===== config.mk =====
export PLATFORM = sky130hd
export DESIGN_NAME = switch_debouncer_flat
export DESIGN_NICKNAME = d
export VERILOG_FILES = /design/src/rtl/switch_debouncer_if.sv /design/src/rtl/switch_debouncer.sv /design/src/flat_wrapper.sv
export SDC_FILE = /design/constraint.sdc
export NUM_CORES = 1
export LEC_CHECK = 0
export BUFFER_PORTS_ARGS = -buffer_cell sky130_fd_sc_hd__buf_2
export CAP_MARGIN = 20
export CORE_AREA = 2 2 39 41
export CTS_CLUSTER_SIZE = 28
export DETAILED_ROUTE_END_ITERATION = 10
export DIE_AREA = 0 0 41 43
export PLACE_DENSITY_LB_ADDON = 0.05
export SLEW_MARGIN = 10
export SYNTH_ARGS = -nofsm -noshare
export SYNTH_HDL_FRONTEND = slang
export SYNTH_SLANG_ARGS = --single-unit

===== constraint.sdc =====
create_clock -name clk -period 3.6 [get_ports clk]
set_input_delay 0.36 -clock clk [delete_from_list [all_inputs] [get_ports clk]]
set_output_delay 0.36 -clock clk [all_outputs]
set_load 0.02 [all_outputs]

===== src/rtl/switch_debouncer_if.sv =====
// Signal bundle between a bouncing switch source and its debouncer.
// The master drives the raw level and the slave returns the conditioned level and strobes.
interface switch_debouncer_if;
  logic din;
  logic q;
  logic rise;
  logic fall;
  logic busy;

  modport master (output din, input q, rise, fall, busy);
  modport slave  (input din, output q, rise, fall, busy);
endinterface


===== src/rtl/switch_debouncer.sv =====
// Debouncer: 2-flop synchronizer, stability counter and IDLE/CHECK FSM.
// Produces a clean level q plus one-cycle rise/fall strobes.
module switch_debouncer #(
  parameter int STABLE_CYCLES = 4,
  parameter int CNT_W         = 8
) (
  input  logic              clk,
  input  logic              rst,
  switch_debouncer_if.slave bus
);

  typedef enum logic [0:0] {
    IDLE  = 1'b0,
    CHECK = 1'b1
  } state_t;

  localparam logic             ONE_SHOT = (STABLE_CYCLES == 1);
  localparam logic [CNT_W:0]   STABLE_W = (CNT_W + 1)'(STABLE_CYCLES);

  state_t           state_r;
  logic             s1_r;
  logic             s2_r;
  logic             q_r;
  logic             rise_r;
  logic             fall_r;
  logic [CNT_W-1:0] cnt_r;
  logic [CNT_W:0]   cnt_next_s;

  // One extra bit so the compare against STABLE_CYCLES can never overflow.
  assign cnt_next_s = {1'b0, cnt_r} + {{CNT_W{1'b0}}, 1'b1};

  // Synchronizer, stability counter and debounce FSM with registered outputs.
  always_ff @(posedge clk) begin
    if (rst) begin
      s1_r    <= 1'b0;
      s2_r    <= 1'b0;
      q_r     <= 1'b0;
      rise_r  <= 1'b0;
      fall_r  <= 1'b0;
      cnt_r   <= {CNT_W{1'b0}};
      state_r <= IDLE;
    end else begin
      s1_r   <= bus.din;
      s2_r   <= s1_r;
      rise_r <= 1'b0;
      fall_r <= 1'b0;
      case (state_r)
        IDLE: begin
          if (s2_r == q_r) begin
            cnt_r <= {CNT_W{1'b0}};
          end else if (ONE_SHOT) begin
            q_r    <= ~q_r;
            rise_r <= ~q_r;
            fall_r <= q_r;
            cnt_r  <= {CNT_W{1'b0}};
          end else begin
            state_r <= CHECK;
            cnt_r   <= CNT_W'(1'b1);
          end
        end
        CHECK: begin
          if (s2_r == q_r) begin
            // Input fell back before it was stable long enough: a glitch.
            state_r <= IDLE;
            cnt_r   <= {CNT_W{1'b0}};
          end else if (cnt_next_s < STABLE_W) begin
            cnt_r <= cnt_next_s[CNT_W-1:0];
          end else begin
            q_r     <= ~q_r;
            rise_r  <= ~q_r;
            fall_r  <= q_r;
            state_r <= IDLE;
            cnt_r   <= {CNT_W{1'b0}};
          end
        end
        default: begin
          state_r <= IDLE;
          cnt_r   <= {CNT_W{1'b0}};
        end
      endcase
    end
  end

  assign bus.q    = q_r;
  assign bus.rise = rise_r;
  assign bus.fall = fall_r;
  assign bus.busy = (state_r == CHECK);

endmodule


===== src/flat_wrapper.sv =====
// flat-port wrapper written by rule: the top's interface ports become plain ports
module switch_debouncer_flat 
#(
  parameter int STABLE_CYCLES = 4,
  parameter int CNT_W         = 8
)
  (clk, rst, bus_din, bus_q, bus_rise, bus_fall, bus_busy);
  switch_debouncer_if bus_i ();
  input  logic clk;
  input  logic rst;
  input wire logic [$bits(bus_i.din)-1:0] bus_din;
  output wire logic [$bits(bus_i.q)-1:0] bus_q;
  output wire logic [$bits(bus_i.rise)-1:0] bus_rise;
  output wire logic [$bits(bus_i.fall)-1:0] bus_fall;
  output wire logic [$bits(bus_i.busy)-1:0] bus_busy;
  assign bus_i.din = bus_din;
  assign bus_q = bus_i.q;
  assign bus_rise = bus_i.rise;
  assign bus_fall = bus_i.fall;
  assign bus_busy = bus_i.busy;
  switch_debouncer #(.STABLE_CYCLES(STABLE_CYCLES), .CNT_W(CNT_W)) u_core (.clk(clk), .rst(rst), .bus(bus_i));
endmodule

==> results.toml <==
[cts]
cts_tree = "yes"
htree_levels = 1
clock_sinks = 14
hold_buffers = 0
ctsLongestPathBuffers = 2
post-cts-setup-buffers = 0
clk_latency_ns = 0.27
cts_buffers = 3
cts_resized = 0
clk_pin_slew_worst_paths_ns = 0.08
root_buffer = "clkbuf_4"

[critical_path]
cp-end-kind = "flip-flop"
worstSetupPathType = "reg2reg"
critPathLaunchType = "flip-flop"
cp_slowest_stage_delay_ns = 0.50
critical_path_buf_inv_count = 0
arrival_ns = 1.76
critPathSlowestCell = "nor4_1"
path_cells = "ha_1 -> nor4_1 -> o221a_4 -> o22ai_1"
cp_top_family = "simple AND/OR/NAND/NOR gates"
required_ns = 3.76
crit_fanout = 4

[synthesis]
syn-cell-area_um2 = 574
synth-compound-area-share = 0.183
synth_top_family_by_area = "simple AND/OR/NAND/NOR gates"
yosysWarnings = 0
synth_adder_area_share = 0.0218
muxShareOfSynthArea = 0
avgSynthCellArea_um2 = 10.8
yosys.area_share.simple = 0.257
synthCells = 53
synthDistinctLibCells = 30
seq_area_frac_synth = 0.488
synth_xor_xnor_area_share = 0.0305
ys_ff_latch = 14

[floorplan]
die_area_um2 = 1760
start_util = 0.415
num_io_pins = 7
core_region_area_um2 = 1380
dieHeight_um = 43
die_x_um = 41
rows = 14

[finish]
fin_cells = 83
final_cell_mix = "14 x dfxtp_1, 6 x buf_2, 6 x conb_1"
nets = 73
final_common_cell = "dfxtp_1"
area_growth_pct = 15.9
drive_gt1_frac = 0.209
antennaDiodeCount = 0
final_util = 0.481

[sta]
hold_ws_ns = 0.299
hold_violations = 0
fmax_ghz = 0.627
min_period_over_period = 0.443
finalMaxSlewViolations = 0
tns_ns = 0
setup_viol = 0
slew_headroom = 0.654
worst_pin_slew_ns = 0.514
fin_crit_ns = 1.59
clock_skew_ns = 0.00455
rsz0062_at_grt = "no"

[power]
p_per_area_nw_per_um2 = 395
clkPwrFrac = 0.322
p_int_mw = 0.205
p_switching_mw = 0.0583
switching_share = 0.222
pwr-share-seq = 0.633
comb_power_share = 0.045
vdd_drop_max_mv = 0.187
p_leak_nw = 0.287

[placement]
place_inst = 80
port_buffers = 6
gp_congestion = 0.769
hpwlAfterDp_um = 752

[detailed_routing]
drtIter0Drc = 12
wire_per_inst_um = 11.9
wl_um = 991
drtAntennaViolNets = 0
vias = 420
vias_per_cell = 5.06
drt_pass1_iterations = 4
drc = 0

[global_route]
antenna_found_initial = 0
grt_usage = 0.143
grt_pass1_wl_mm = 1.66
grt_overflow = 0
grt_max_degree = 10
grt_pass1_vias = 385

[flow_run]
maxCapViolCount = 0

[hold_path]
holdCritPathClass = "in2reg"

[outcome]
status = "finished clean"
==> cells in the mapped netlist (all sizes together) <==
cell | number | share of area
nor4 | 1 | 0.011
o22ai | 1 | 0.011
nor4b | 1 | 0.041
nand4 | 1 | 0.011
nor3 | 1 | 0.017
conb | 1 | 0.0065
o2111ai | 2 | 0.031
o21a | 1 | 0.013
nand3b | 1 | 0.013
a21oi | 2 | 0.017
a311oi | 1 | 0.015
o221ai | 1 | 0.015
and2 | 1 | 0.011
and3 | 2 | 0.022
ha | 1 | 0.022
nor2b | 3 | 0.033
o221a | 1 | 0.035
xnor2 | 1 | 0.015
nand3 | 1 | 0.0087
a211oi | 1 | 0.013
nand2 | 2 | 0.013
nor2 | 3 | 0.020
dfxtp | 14 | 0.49
xor2 | 1 | 0.015
and4 | 2 | 0.035
nand2b | 2 | 0.022
o2bb2ai | 1 | 0.015
a211o | 1 | 0.017
inv | 2 | 0.013
==> per-layer routing <==
| metal | part of all wire | wire length (um) | global-route usage | vias to the layer above |
|---|---|---|---|---|
| met1 | 0.51 | 505 | 0.218 | 190 |
| met4 | 0.010 | 10 | 0.0800 | 0 |
| met3 | 0.034 | 34 | 0.0471 | 2 |
| li1 | - | - | - | 222 |
| met5 | 0 | 0 | 0 | - |
| met2 | 0.44 | 440 | 0.169 | 6 |
==> area by class of cell <==
class                   count  area [um2]
flip-flops and latches     14         280
well taps                  16        20.0
fillers                   143         718
clock buffers               3        22.5
multi-input cells          42         305
repair buffers              6        30.0
inverters                   2        7.51
==> per-stage QoR <==
stage | cell area, um2 | total power [mW] | setup slack [ns]
global route | 666 | 0.279 | 1.88
global placement | 643 | 0.182 | 2.04
finish | 666 | 0.263 | 2.01
floorplan | 593 | 0.177 | 2.14
detailed placement | 643 | 0.182 | 2.03
CTS | 666 | 0.267 | 2.01
==> worst reg2reg max path, delay by kind of cell, from the launching register on <==
kind,cells,cell delay [ns]
fa+ha+maj,1,0.23
flops,1,0.34
simple gates,1,0.50
compound gates,2,0.41
==> worst paths after layout <==
check	from	end	slack, ns	depth (start not counted)
worst min-delay path	rst	u_core.s2_r	0.30	2
worst min register to register	u_core.s1_r	u_core.s2_r	0.45	1
worst max register to register	u_core.cnt_r[0]	u_core.bus.q	2.01	4
worst max-delay path	u_core.cnt_r[0]	u_core.bus.q	2.01	4
==> kinds of logic after synthesis <==
| logic type | after synthesis |
|---|---|
| other | 1 |
| DFF | 14 |
| xor gates and xnor gates | 2 |
| buffers and inverters | 2 |
| and+or+nand+nor | 21 |
| adders and majority gates | 1 |
| AOI/OAI and AO/OA | 12 |
==> sequential cells by signal, summed over array words and instances (netlist names) <==
register         flops
u_core.cnt_r         8
u_core.bus.busy      1
u_core.bus.fall      1
u_core.bus.q         1
u_core.bus.rise      1
u_core.s1_r          1
u_core.s2_r          1
==> power by group through the flow <==
| stage | Clock [mW] | Combinational [mW] | Sequential (mW) |
|---|---|---|---|
| final | 0.0847 | 0.0119 | 0.167 |
| after global routing | 0.0977 | 0.0136 | 0.168 |
| after CTS | 0.0890 | 0.0119 | 0.167 |
| after detailed placement | 0 | 0.0118 | 0.170 |
| after global placement | 0 | 0.0120 | 0.170 |
| after floorplan | 0 | 0.00811 | 0.169 |
(Power assumes the default switching activity.)
